==> src/rtl/semaforo_pkg.sv <==
// Shared definitions for the traffic-light extension scheduler: service
// encodings and default scheduling parameters.
package semaforo_pkg;

    typedef enum logic [1:0] {
        SRV_IDLE = 2'b00,
        SRV_A    = 2'b01,
        SRV_B    = 2'b10,
        SRV_CLR  = 2'b11
    } serving_e;

    localparam int DEF_MAX_EXT     = 3;
    localparam int DEF_CNT_W       = 2;
    localparam int DEF_SYNC_STAGES = 2;

endpackage

==> src/rtl/semaforo_ext_arbiter_if.sv <==
// Signal bundle between the light controller side and the extension scheduler.
interface semaforo_ext_arbiter_if #(
    parameter int CNT_W = 2
);
    logic             sensor_a;
    logic             sensor_b;
    logic             paso_a;
    logic             paso_b;
    logic             green_a;
    logic             green_b;
    logic             yellow_a;
    logic             yellow_b;
    logic             fin;
    logic             ext_grant;
    logic             ped_pend_a;
    logic             ped_pend_b;
    logic [CNT_W-1:0] ext_cnt;
    logic [1:0]       serving;
    logic             err;

    modport master (
        output sensor_a, sensor_b, paso_a, paso_b,
        output green_a, green_b, yellow_a, yellow_b, fin,
        input  ext_grant, ped_pend_a, ped_pend_b, ext_cnt, serving, err
    );

    modport slave (
        input  sensor_a, sensor_b, paso_a, paso_b,
        input  green_a, green_b, yellow_a, yellow_b, fin,
        output ext_grant, ped_pend_a, ped_pend_b, ext_cnt, serving, err
    );

endinterface

==> src/rtl/semaforo_sync_edge.sv <==
// N-stage synchroniser for one asynchronous input, with a synced level output
// and a single-cycle pulse on each rising edge of that level.
module semaforo_sync_edge #(
    parameter int STAGES = 2
) (
    input  logic clk,
    input  logic rst,
    input  logic i_async,
    output logic o_level,
    output logic o_rise
);

    logic [STAGES-1:0] r_sync;
    logic              r_last;

    // NOTE: sequential state uses non-blocking assignments so every flop
    // samples its pre-edge input, which keeps the shift chain a true chain.
    always_ff @(posedge clk or posedge rst) begin
        if (rst) begin
            r_sync <= '0;
            r_last <= 1'b0;
        end else begin
            r_sync <= {r_sync[STAGES-2:0], i_async};
            r_last <= r_sync[STAGES-1];
        end
    end

    assign o_level = r_sync[STAGES-1];
    assign o_rise  = r_sync[STAGES-1] & ~r_last;

endmodule

==> src/rtl/semaforo_ext_arbiter.sv <==
// Green-extension scheduler: tracks which approach is served from the lights,
// latches pedestrian requests and grants bounded green extensions (iFFT).
module semaforo_ext_arbiter
    import semaforo_pkg::*;
#(
    parameter int MAX_EXT     = DEF_MAX_EXT,
    parameter int CNT_W       = DEF_CNT_W,
    parameter int SYNC_STAGES = DEF_SYNC_STAGES
) (
    input logic                   clk,
    input logic                   rst,
    semaforo_ext_arbiter_if.slave bus
);

    localparam logic [CNT_W-1:0] MAX_CNT = CNT_W'(MAX_EXT);
    localparam logic [CNT_W-1:0] SAT_CNT = '1;

    // Bit order: sensor_a, sensor_b, paso_a, paso_b.
    logic [3:0] w_raw;
    logic [3:0] w_level;
    logic [3:0] w_rise;

    assign w_raw = {bus.paso_b, bus.paso_a, bus.sensor_b, bus.sensor_a};

    for (genvar g = 0; g < 4; g++) begin : g_sync
        semaforo_sync_edge #(.STAGES(SYNC_STAGES)) u_sync (
            .clk     (clk),
            .rst     (rst),
            .i_async (w_raw[g]),
            .o_level (w_level[g]),
            .o_rise  (w_rise[g])
        );
    end

    // Sensors are used as levels, pedestrian buttons only as edges.
    logic w_sa, w_sb, w_paso_a_rise, w_paso_b_rise;
    logic w_unused;
    assign w_sa          = w_level[0];
    assign w_sb          = w_level[1];
    assign w_paso_a_rise = w_rise[2];
    assign w_paso_b_rise = w_rise[3];
    assign w_unused      = ^{w_level[3:2], w_rise[1:0]};

    serving_e         r_state, w_state_nxt;
    logic             r_ext_grant, w_grant_nxt;
    logic             r_ped_a, r_ped_b;
    logic [CNT_W-1:0] r_ext_cnt;
    logic             r_err;

    logic w_illegal, w_fault, w_enter_a, w_enter_b, w_state_chg;
    logic w_opp, w_budget_out;

    assign w_illegal = (bus.green_a & bus.green_b) |
                       ((bus.green_a | bus.green_b) & (bus.yellow_a | bus.yellow_b));
    assign w_fault   = w_illegal | r_err;

    // NOTE: every combinational output gets a default before any branch, so
    // no path leaves a signal unassigned and no latch is inferred.
    always_comb begin
        w_state_nxt = r_state;
        if (w_fault) begin
            w_state_nxt = SRV_IDLE;
        end else begin
            case (r_state)
                SRV_IDLE, SRV_CLR: begin
                    if (bus.green_a)      w_state_nxt = SRV_A;
                    else if (bus.green_b) w_state_nxt = SRV_B;
                end
                SRV_A:   if (bus.yellow_a) w_state_nxt = SRV_CLR;
                SRV_B:   if (bus.yellow_b) w_state_nxt = SRV_CLR;
                default: w_state_nxt = SRV_IDLE;
            endcase
        end
    end

    assign w_state_chg = (w_state_nxt != r_state);
    assign w_enter_a   = (w_state_nxt == SRV_A) && (r_state != SRV_A);
    assign w_enter_b   = (w_state_nxt == SRV_B) && (r_state != SRV_B);

    // Budget is spent only while the other approach is actually waiting.
    always_comb begin
        w_opp       = 1'b0;
        w_grant_nxt = 1'b0;
        case (r_state)
            SRV_A:   w_opp = w_sb | r_ped_b;
            SRV_B:   w_opp = w_sa | r_ped_a;
            default: w_opp = 1'b0;
        endcase
        w_budget_out = w_opp && (r_ext_cnt >= MAX_CNT);
        case (r_state)
            SRV_A:   w_grant_nxt = w_sa & ~r_ped_a & ~w_budget_out;
            SRV_B:   w_grant_nxt = w_sb & ~r_ped_b & ~w_sa & ~w_budget_out;
            default: w_grant_nxt = 1'b0;
        endcase
        if (w_fault) w_grant_nxt = 1'b0;
    end

    always_ff @(posedge clk or posedge rst) begin
        if (rst) begin
            r_state     <= SRV_IDLE;
            r_ext_grant <= 1'b0;
            r_ped_a     <= 1'b0;
            r_ped_b     <= 1'b0;
            r_ext_cnt   <= '0;
            r_err       <= 1'b0;
        end else begin
            r_state     <= w_state_nxt;
            r_ext_grant <= w_grant_nxt;

            if (w_illegal) r_err <= 1'b1;

            // Clearing on service entry takes priority over a new press.
            if (w_enter_b)                             r_ped_a <= 1'b0;
            else if (w_paso_a_rise && !bus.green_b)    r_ped_a <= 1'b1;
            if (w_enter_a)                             r_ped_b <= 1'b0;
            else if (w_paso_b_rise && !bus.green_a)    r_ped_b <= 1'b1;

            if (w_state_chg) begin
                r_ext_cnt <= '0;
            end else if (bus.fin && r_ext_grant && (r_ext_cnt != SAT_CNT) &&
                         ((r_state == SRV_A) || (r_state == SRV_B))) begin
                r_ext_cnt <= r_ext_cnt + 1'b1;
            end
        end
    end

    assign bus.ext_grant  = r_ext_grant;
    assign bus.ped_pend_a = r_ped_a;
    assign bus.ped_pend_b = r_ped_b;
    assign bus.ext_cnt    = r_ext_cnt;
    assign bus.serving    = r_state;
    assign bus.err        = r_err;

endmodule

==> src/flat_wrapper.sv <==
// flat-port wrapper written by rule: the top's interface ports become plain ports
module semaforo_ext_arbiter_flat import semaforo_pkg::*;
#(
    parameter int MAX_EXT     = DEF_MAX_EXT,
    parameter int CNT_W       = DEF_CNT_W,
    parameter int SYNC_STAGES = DEF_SYNC_STAGES
)
  (clk, rst, bus_sensor_a, bus_sensor_b, bus_paso_a, bus_paso_b, bus_green_a, bus_green_b, bus_yellow_a, bus_yellow_b, bus_fin, bus_ext_grant, bus_ped_pend_a, bus_ped_pend_b, bus_ext_cnt, bus_serving, bus_err);
  semaforo_ext_arbiter_if #(.CNT_W(CNT_W)) bus_i ();
  input logic clk;
  input logic rst;
  input wire logic [$bits(bus_i.sensor_a)-1:0] bus_sensor_a;
  input wire logic [$bits(bus_i.sensor_b)-1:0] bus_sensor_b;
  input wire logic [$bits(bus_i.paso_a)-1:0] bus_paso_a;
  input wire logic [$bits(bus_i.paso_b)-1:0] bus_paso_b;
  input wire logic [$bits(bus_i.green_a)-1:0] bus_green_a;
  input wire logic [$bits(bus_i.green_b)-1:0] bus_green_b;
  input wire logic [$bits(bus_i.yellow_a)-1:0] bus_yellow_a;
  input wire logic [$bits(bus_i.yellow_b)-1:0] bus_yellow_b;
  input wire logic [$bits(bus_i.fin)-1:0] bus_fin;
  output wire logic [$bits(bus_i.ext_grant)-1:0] bus_ext_grant;
  output wire logic [$bits(bus_i.ped_pend_a)-1:0] bus_ped_pend_a;
  output wire logic [$bits(bus_i.ped_pend_b)-1:0] bus_ped_pend_b;
  output wire logic [$bits(bus_i.ext_cnt)-1:0] bus_ext_cnt;
  output wire logic [$bits(bus_i.serving)-1:0] bus_serving;
  output wire logic [$bits(bus_i.err)-1:0] bus_err;
  assign bus_i.sensor_a = bus_sensor_a;
  assign bus_i.sensor_b = bus_sensor_b;
  assign bus_i.paso_a = bus_paso_a;
  assign bus_i.paso_b = bus_paso_b;
  assign bus_i.green_a = bus_green_a;
  assign bus_i.green_b = bus_green_b;
  assign bus_i.yellow_a = bus_yellow_a;
  assign bus_i.yellow_b = bus_yellow_b;
  assign bus_i.fin = bus_fin;
  assign bus_ext_grant = bus_i.ext_grant;
  assign bus_ped_pend_a = bus_i.ped_pend_a;
  assign bus_ped_pend_b = bus_i.ped_pend_b;
  assign bus_ext_cnt = bus_i.ext_cnt;
  assign bus_serving = bus_i.serving;
  assign bus_err = bus_i.err;
  semaforo_ext_arbiter #(.MAX_EXT(MAX_EXT), .CNT_W(CNT_W), .SYNC_STAGES(SYNC_STAGES)) u_core (.clk(clk), .rst(rst), .bus(bus_i));
endmodule
==> config.mk <==
export PLATFORM = sky130hd
export DESIGN_NAME = semaforo_ext_arbiter_flat
export DESIGN_NICKNAME = d
export VERILOG_FILES = /design/src/rtl/semaforo_pkg.sv /design/src/rtl/semaforo_ext_arbiter_if.sv /design/src/rtl/semaforo_sync_edge.sv /design/src/rtl/semaforo_ext_arbiter.sv /design/src/flat_wrapper.sv
export SDC_FILE = /design/constraint.sdc
export NUM_CORES = 1
export LEC_CHECK = 0
export BUFFER_PORTS_ARGS = -buffer_cell sky130_fd_sc_hd__buf_2
export CAP_MARGIN = 20
export CORE_MARGIN = 10
export CORE_UTILIZATION = 25
export CTS_CLUSTER_DIAMETER = 80
export CTS_CLUSTER_SIZE = 24
export DETAILED_ROUTE_END_ITERATION = 8
export PLACE_DENSITY_LB_ADDON = 0.3
export SLEW_MARGIN = 20
export SYNTH_ARGS = -nofsm -noshare
export SYNTH_HDL_FRONTEND = slang
export SYNTH_SLANG_ARGS = --single-unit
==> constraint.sdc <==
create_clock -name clk -period 2.3 [get_ports clk]
set_input_delay 0.575 -clock clk [delete_from_list [all_inputs] [get_ports clk]]
set_output_delay 0.575 -clock clk [all_outputs]
set_load 0.005 [all_outputs]
## Word-level counts from Yosys, hierarchy flattened

Index checks and enable logic that the tools add are counted.
Widths: inputs -> output; s select.

| cells by class | value |
|---|---|
| add/subtract/negate cells | 1 |
| order comparisons | 1 |
| eq/ne operators | 9 |
| multiplexer cells | 15 |
| bitwise logic cells | 21 |
| reductions and logical operators | 16 |

Operators with widths:

| cell | count |
|---|---|
| $mux 2 | 7 |
| $and 1x1->1 | 9 |
| $logic_and 1x1->1 | 8 |
| $eq 2x2->1 const B | 3 |
| $not 1->1 | 6 |
| $or 1x1->1 | 6 |
| $pmux 2 s3 | 1 |
| $reduce_bool 2->1 | 3 |
| $mux 1 | 5 |
| $eq 2x1->1 const B | 2 |
| $ne 2x2->1 const B | 2 |
| $pmux 1 s2 | 2 |
| $add 2x1->2 const B | 1 |
| $ge 2x2->1 const B | 1 |
| $logic_not 1->1 | 2 |
| $logic_not 2->1 | 1 |
| $ne 2x1->1 const B | 1 |
| $ne 2x2->1 | 1 |
| $reduce_or 2->1 | 1 |
| $logic_or 1x1->1 | 1 |

| word-level totals | value |
|---|---|
| register bits | 18 |
| input port bits | 11 |
| word-level logic and storage cells | 75 |

## Depth between registers and ports, before layout

| logic depth | value |
|---|---|
| depth in word-level cells | 8 |
| gate-level depth with buffers | 7 |

## Modules after synthesis

From an unflattened synthesis, not the netlist that was laid out.

| unflattened totals | value |
|---|---|
| cell total of the unflattened synthesis | 76 |
| area total of the unflattened synthesis | 898.4 µm² |

Modules (own cells, without submodules):

| module | times used | cells each | area each (µm²) |
|---|---|---|---|
| semaforo_ext_arbiter | 1 | 56 | 528.0 |
| semaforo_sync_edge | 4 | 5 | 92.6 |

## Least setup slack after synthesis

OpenSTA, ideal clock, no wires.

| path | value |
|---|---|
| kind | flip-flop to flip-flop |
| start | register u_core.r_state[0], in the netlist u_core.bus.serving[0] |
| end | register u_core.r_ped_b, in the netlist u_core.bus.ped_pend_b |
| setup time | 0.121 ns |
| data arrival time | 1.496 ns |
| required time | 2.179 ns |
| slack | 0.683 ns |
| stages on the path, launching flop included | 8 |
| path buffers | 0 |
| clock period less this slack | 1.617 ns |
| cell sequence | dfrtp_1 -> inv_1 -> ha_1 -> and2b_4 -> o21a_1 -> o21a_2 -> nor3_1 -> nor2_1 |

| on the way | value |
|---|---|
| cells in the longest elaborated chain, start to end | 7 |
| elaborated cells between the ends (all ways) | 16 |
| those cells by class | 5 x eq/ne; 7 x mux; 4 x reduce/logical |

RTL lines:

| item | RTL line | source |
|---|---|---|
| from (decl) | semaforo_ext_arbiter.sv:44 | `serving_e r_state, w_state_nxt;` |
| from (signal assigned) | semaforo_ext_arbiter.sv:107 | `r_state <= w_state_nxt;` |
| $eq 2x2->1 / $logic_not 2->1 (equally long branches) | semaforo_ext_arbiter.sv:64 | `case (r_state)` |
| $reduce_or 2->1 | semaforo_ext_arbiter.sv:64 |  |
| $pmux 2 s3 (*) | semaforo_ext_arbiter.sv:64 |  |
| $mux 2 (*) | semaforo_ext_arbiter.sv:61 | `if (w_fault) begin` |
| via u_core.w_state_nxt[1] | semaforo_ext_arbiter.sv:44 |  |
| $eq 2x1->1 (*) | semaforo_ext_arbiter.sv:77 | `assign w_enter_a = (w_state_nxt == SRV_A) && (r_state != SRV_A);` |
| $logic_and 1x1->1 (*) | semaforo_ext_arbiter.sv:77 |  |
| $mux 1 / $reduce_bool 2->1 (equally long branches) | - |  |
| to (signal assigned) | semaforo_ext_arbiter.sv:103 | `r_ped_b <= 1'b0;` |
| to (signal assigned) | semaforo_ext_arbiter.sv:115 | `if (w_enter_a) r_ped_b <= 1'b0;` |
| to (signal assigned) | semaforo_ext_arbiter.sv:116 | `else if (w_paso_b_rise && !bus.green_a) r_ped_b <= 1'b1;` |
| to (decl) | semaforo_ext_arbiter.sv:46 | `logic r_ped_a, r_ped_b;` |

Mark *: on every way through the listed nets, which the timed path passes. The rest lies on a longest branch.
A chain may end at the register's enable or synchronous reset.

## Worst setup path after layout

Ends and elaborated chain as after synthesis.

==> results.toml <==
[cells_and_area]
layout.cells.non_filler = 118
areaGrowthSynthToFinish_pct = 21.75
fin_nets = 102
regArea_um2 = 450.4
nFillCells = 307
drive_above_1_share = 0.3333
multiInputGateArea_um2 = 282.8
final_cell_area_um2 = 924.6
antenna_cells = 0

[timing]
finalHoldViolCount = 0
fmax_ghz = 0.5601
post-route-period-util = 0.7763
slew_headroom = 0.5603
setup_viol_count_final = 0
rsz0062_at_grt = "false"
tns_ns = 0
skew_ns = 0.002936
timing.final.ws_setup_ns = 0.5145
drv_slew = 0
min_period_ns = 1.786
tightest_slew_ns = 0.6588

[grt]
track_usage = 0.06789
use_met1 = 0.07911
grt_max_degree = 19
grt_pass1_wl_um = 2918
grt_pass1_vias = 616
grtUsageMet3 = 0.02234
busiest_layer = "met2"
grt-ovfl-total = 0
met2_usage = 0.1048
antenna_found_initial = 0

[routing]
viasPerCell = 4.881
ant_nets = 0
drt-total-wl_um = 1693
drt_iter0_markers = 48
routedWlPerCell_um = 14.35
routed-via-count = 576
route.detailed.drc = 0
first_pass_iters = 2

[synthesis]
synth_common_cells = "dfrtp_1, inv_1, a21oi_1, nor3_1, o21ai_0"
yosys.cell_types.count = 23
syn_inst = 65
synthArstFlopShare = 1.000
netlist_area_um2 = 759.5
yosysMostFrequentCell = "dfrtp_1"
yosys-top-cells-area = "dfrtp_1, ha_1, inv_1"
synth-seq-area-share = 0.5931
synth_edf_count = 0
yosys_warnings = 0
postSynthAreaPerCell_um2 = 11.68
netlist.top_cell.by_area = "dfrtp_1"
ys.flop_type = "dfrtp_1"
syn_nets = 79
yosysTopAreaCellShare = 0.5931
synth_seq_cells = 18

[placement]
dp_cells = 114
placed_area_um2 = 888.4
pre_cts_ws_ns = 0.5527
place_hpwl_um = 1306
portBuffers = 18
gp_congestion = 0.8183

[critical_path]
max_stage_delay_ns = 0.44
crit_type = "register to register"
end_kind = "register"
cp-start-kind = "register"
crit_chain = "inv_1, ha_1, and2b_4, o21a_1, o21a_2, nor3_1, nor2_1"
ff2ff_setup_slack_ns = 0.51
worstPathMaxFanout = 5
worst_ep_arrival_time_ns = 1.97
critPathRequiredTime_ns = 2.49
cpMaxStageDelayCell = "dfrtp_1"

[hold_path]
hp-class = "input port to asynchronous set/reset pin"

[floorplanning]
row_count = 19
dieArea_um2 = 5642
ios = 19
core-area_um2 = 2829
fp.dieH_um = 75.12
initial_utilization = 0.2685
die_x_um = 75.12

[cts]
cts_setup_buffers = 0
htree_levels = 1
cts-buffers-inserted = 3
postCtsHoldBufs = 0
cts-root-buf = "clkbuf_4"
cts_resized = 0
clockBufferDepth = 2
clock-sinks = 18
clock_latency_ns = 0.29
clkSlewWorstSetupHoldPaths_ns = 0.10
cts_tree = "built"

[flow_run]
maxCapViolCount = 0

[power_and_ir_drop]
power.leakage_nw = 0.4221
powerDensity_nw_per_um2 = 588.2
vdd_drop_max_uv = 302.4

[outcome]
status = "finished clean"
## metrics by stage
step                      hold slack, ns    util  power [mW]
after CTS                         0.3607  0.3268      0.5532
final                             0.3562  0.3268      0.5439
after global placement            0.3335  0.3140      0.3591
after detailed placement          0.3373  0.3140      0.3600
after floorplan                   0.3312       -      0.3446
after global routing              0.3628  0.3268      0.5724
## critical path, delay by kind of cell, from the launching register on
family | cells | cell delay (ns)
AO/OA/AOI/OAI | 2 | 0.30
adder cells (fa/ha/maj) | 1 | 0.38
buffers and inverters | 1 | 0.08
flip-flops | 1 | 0.44
AND/OR/NAND/NOR | 3 | 0.48
## area by class of cell
| cell class | count | area share |
|---|---|---|
| flip-flops and latches | 18 | 0.4871 |
| multi-input cells | 40 | 0.3058 |
| repair buffers | 18 | 0.09743 |
| well taps | 31 | 0.04195 |
| clock buffers | 4 | 0.03924 |
| inverters | 7 | 0.02842 |
## path summary, 6_finish.rpt
kind                                                    from                                 to  depth (start not counted)
hold reg to reg            u_core.g_sync[2].u_sync.r_sync[0]  u_core.g_sync[2].u_sync.r_sync[1]                          0
setup reg to reg                       u_core.bus.serving[0]              u_core.bus.ped_pend_b                          7
setup / recovery                       u_core.bus.serving[0]              u_core.bus.ped_pend_b                          7
max in group asynchronous                                rst               u_core.bus.ext_grant                          2
hold / removal                                           rst  u_core.g_sync[1].u_sync.r_sync[0]                          2
min in group clk           u_core.g_sync[2].u_sync.r_sync[0]  u_core.g_sync[2].u_sync.r_sync[1]                          0
## cell usage in the layout (no fill, tap or decap)
cell type,n
o21ai_0,4
mux2i_1,1
a221oi_2,1
xnor2_1,2
nor4b_1,1
o22ai_1,1
and2b_4,1
o21a_1,2
o21ai_1,2
o2bb2ai_1,1
clkbuf_4,3
nand2_1,3
dfrtp_1,18
clkbuf_8,1
nor2_1,3
ha_1,3
o21a_2,1
a21oi_1,4
nand3_2,1
buf_2,18
and2_4,1
nor3_1,4
a31oi_1,2
a21oi_2,1
and4bb_2,1
inv_1,7
## flip-flops by register name, indices dropped and copies added, names as in the netlist
name and cells:
u_core.g_sync.u_sync.r_last 2, u_core.bus.serving 2, u_core.bus.ped_pend_a 1, u_core.bus.ext_cnt 2
u_core.g_sync.u_sync.r_sync 8, u_core.bus.err 1, u_core.bus.ext_grant 1, u_core.bus.ped_pend_b 1
## report_power, final
part           internal [mW]  switching (mW)  total (mW)  leakage (nW)
Combinational         0.0102          0.0142      0.0244         0.188
Sequential             0.325         0.00330       0.328         0.213
Clock                 0.0965          0.0945       0.191        0.0210
Total                  0.432           0.112       0.544         0.422
## layer usage
layer / routed length, µm / vias up
li1: - / 272
met1: 753 / 284
met4: 43 / 0
met3: 107 / 5
met2: 788 / 15
met5: 0 / -
## cells by family after synthesis
| group | count (synthesis) | synth area share |
|---|---|---|
| flops | 18 | 0.5931 |
| buf+inv | 7 | 0.03460 |
| simple gates | 15 | 0.1219 |
| compound gates | 19 | 0.1647 |
| xor+xnor | 2 | 0.02307 |
| mux | 1 | 0.01318 |
| fa+ha+maj | 3 | 0.04943 |
(Power assumes the default switching activity.)
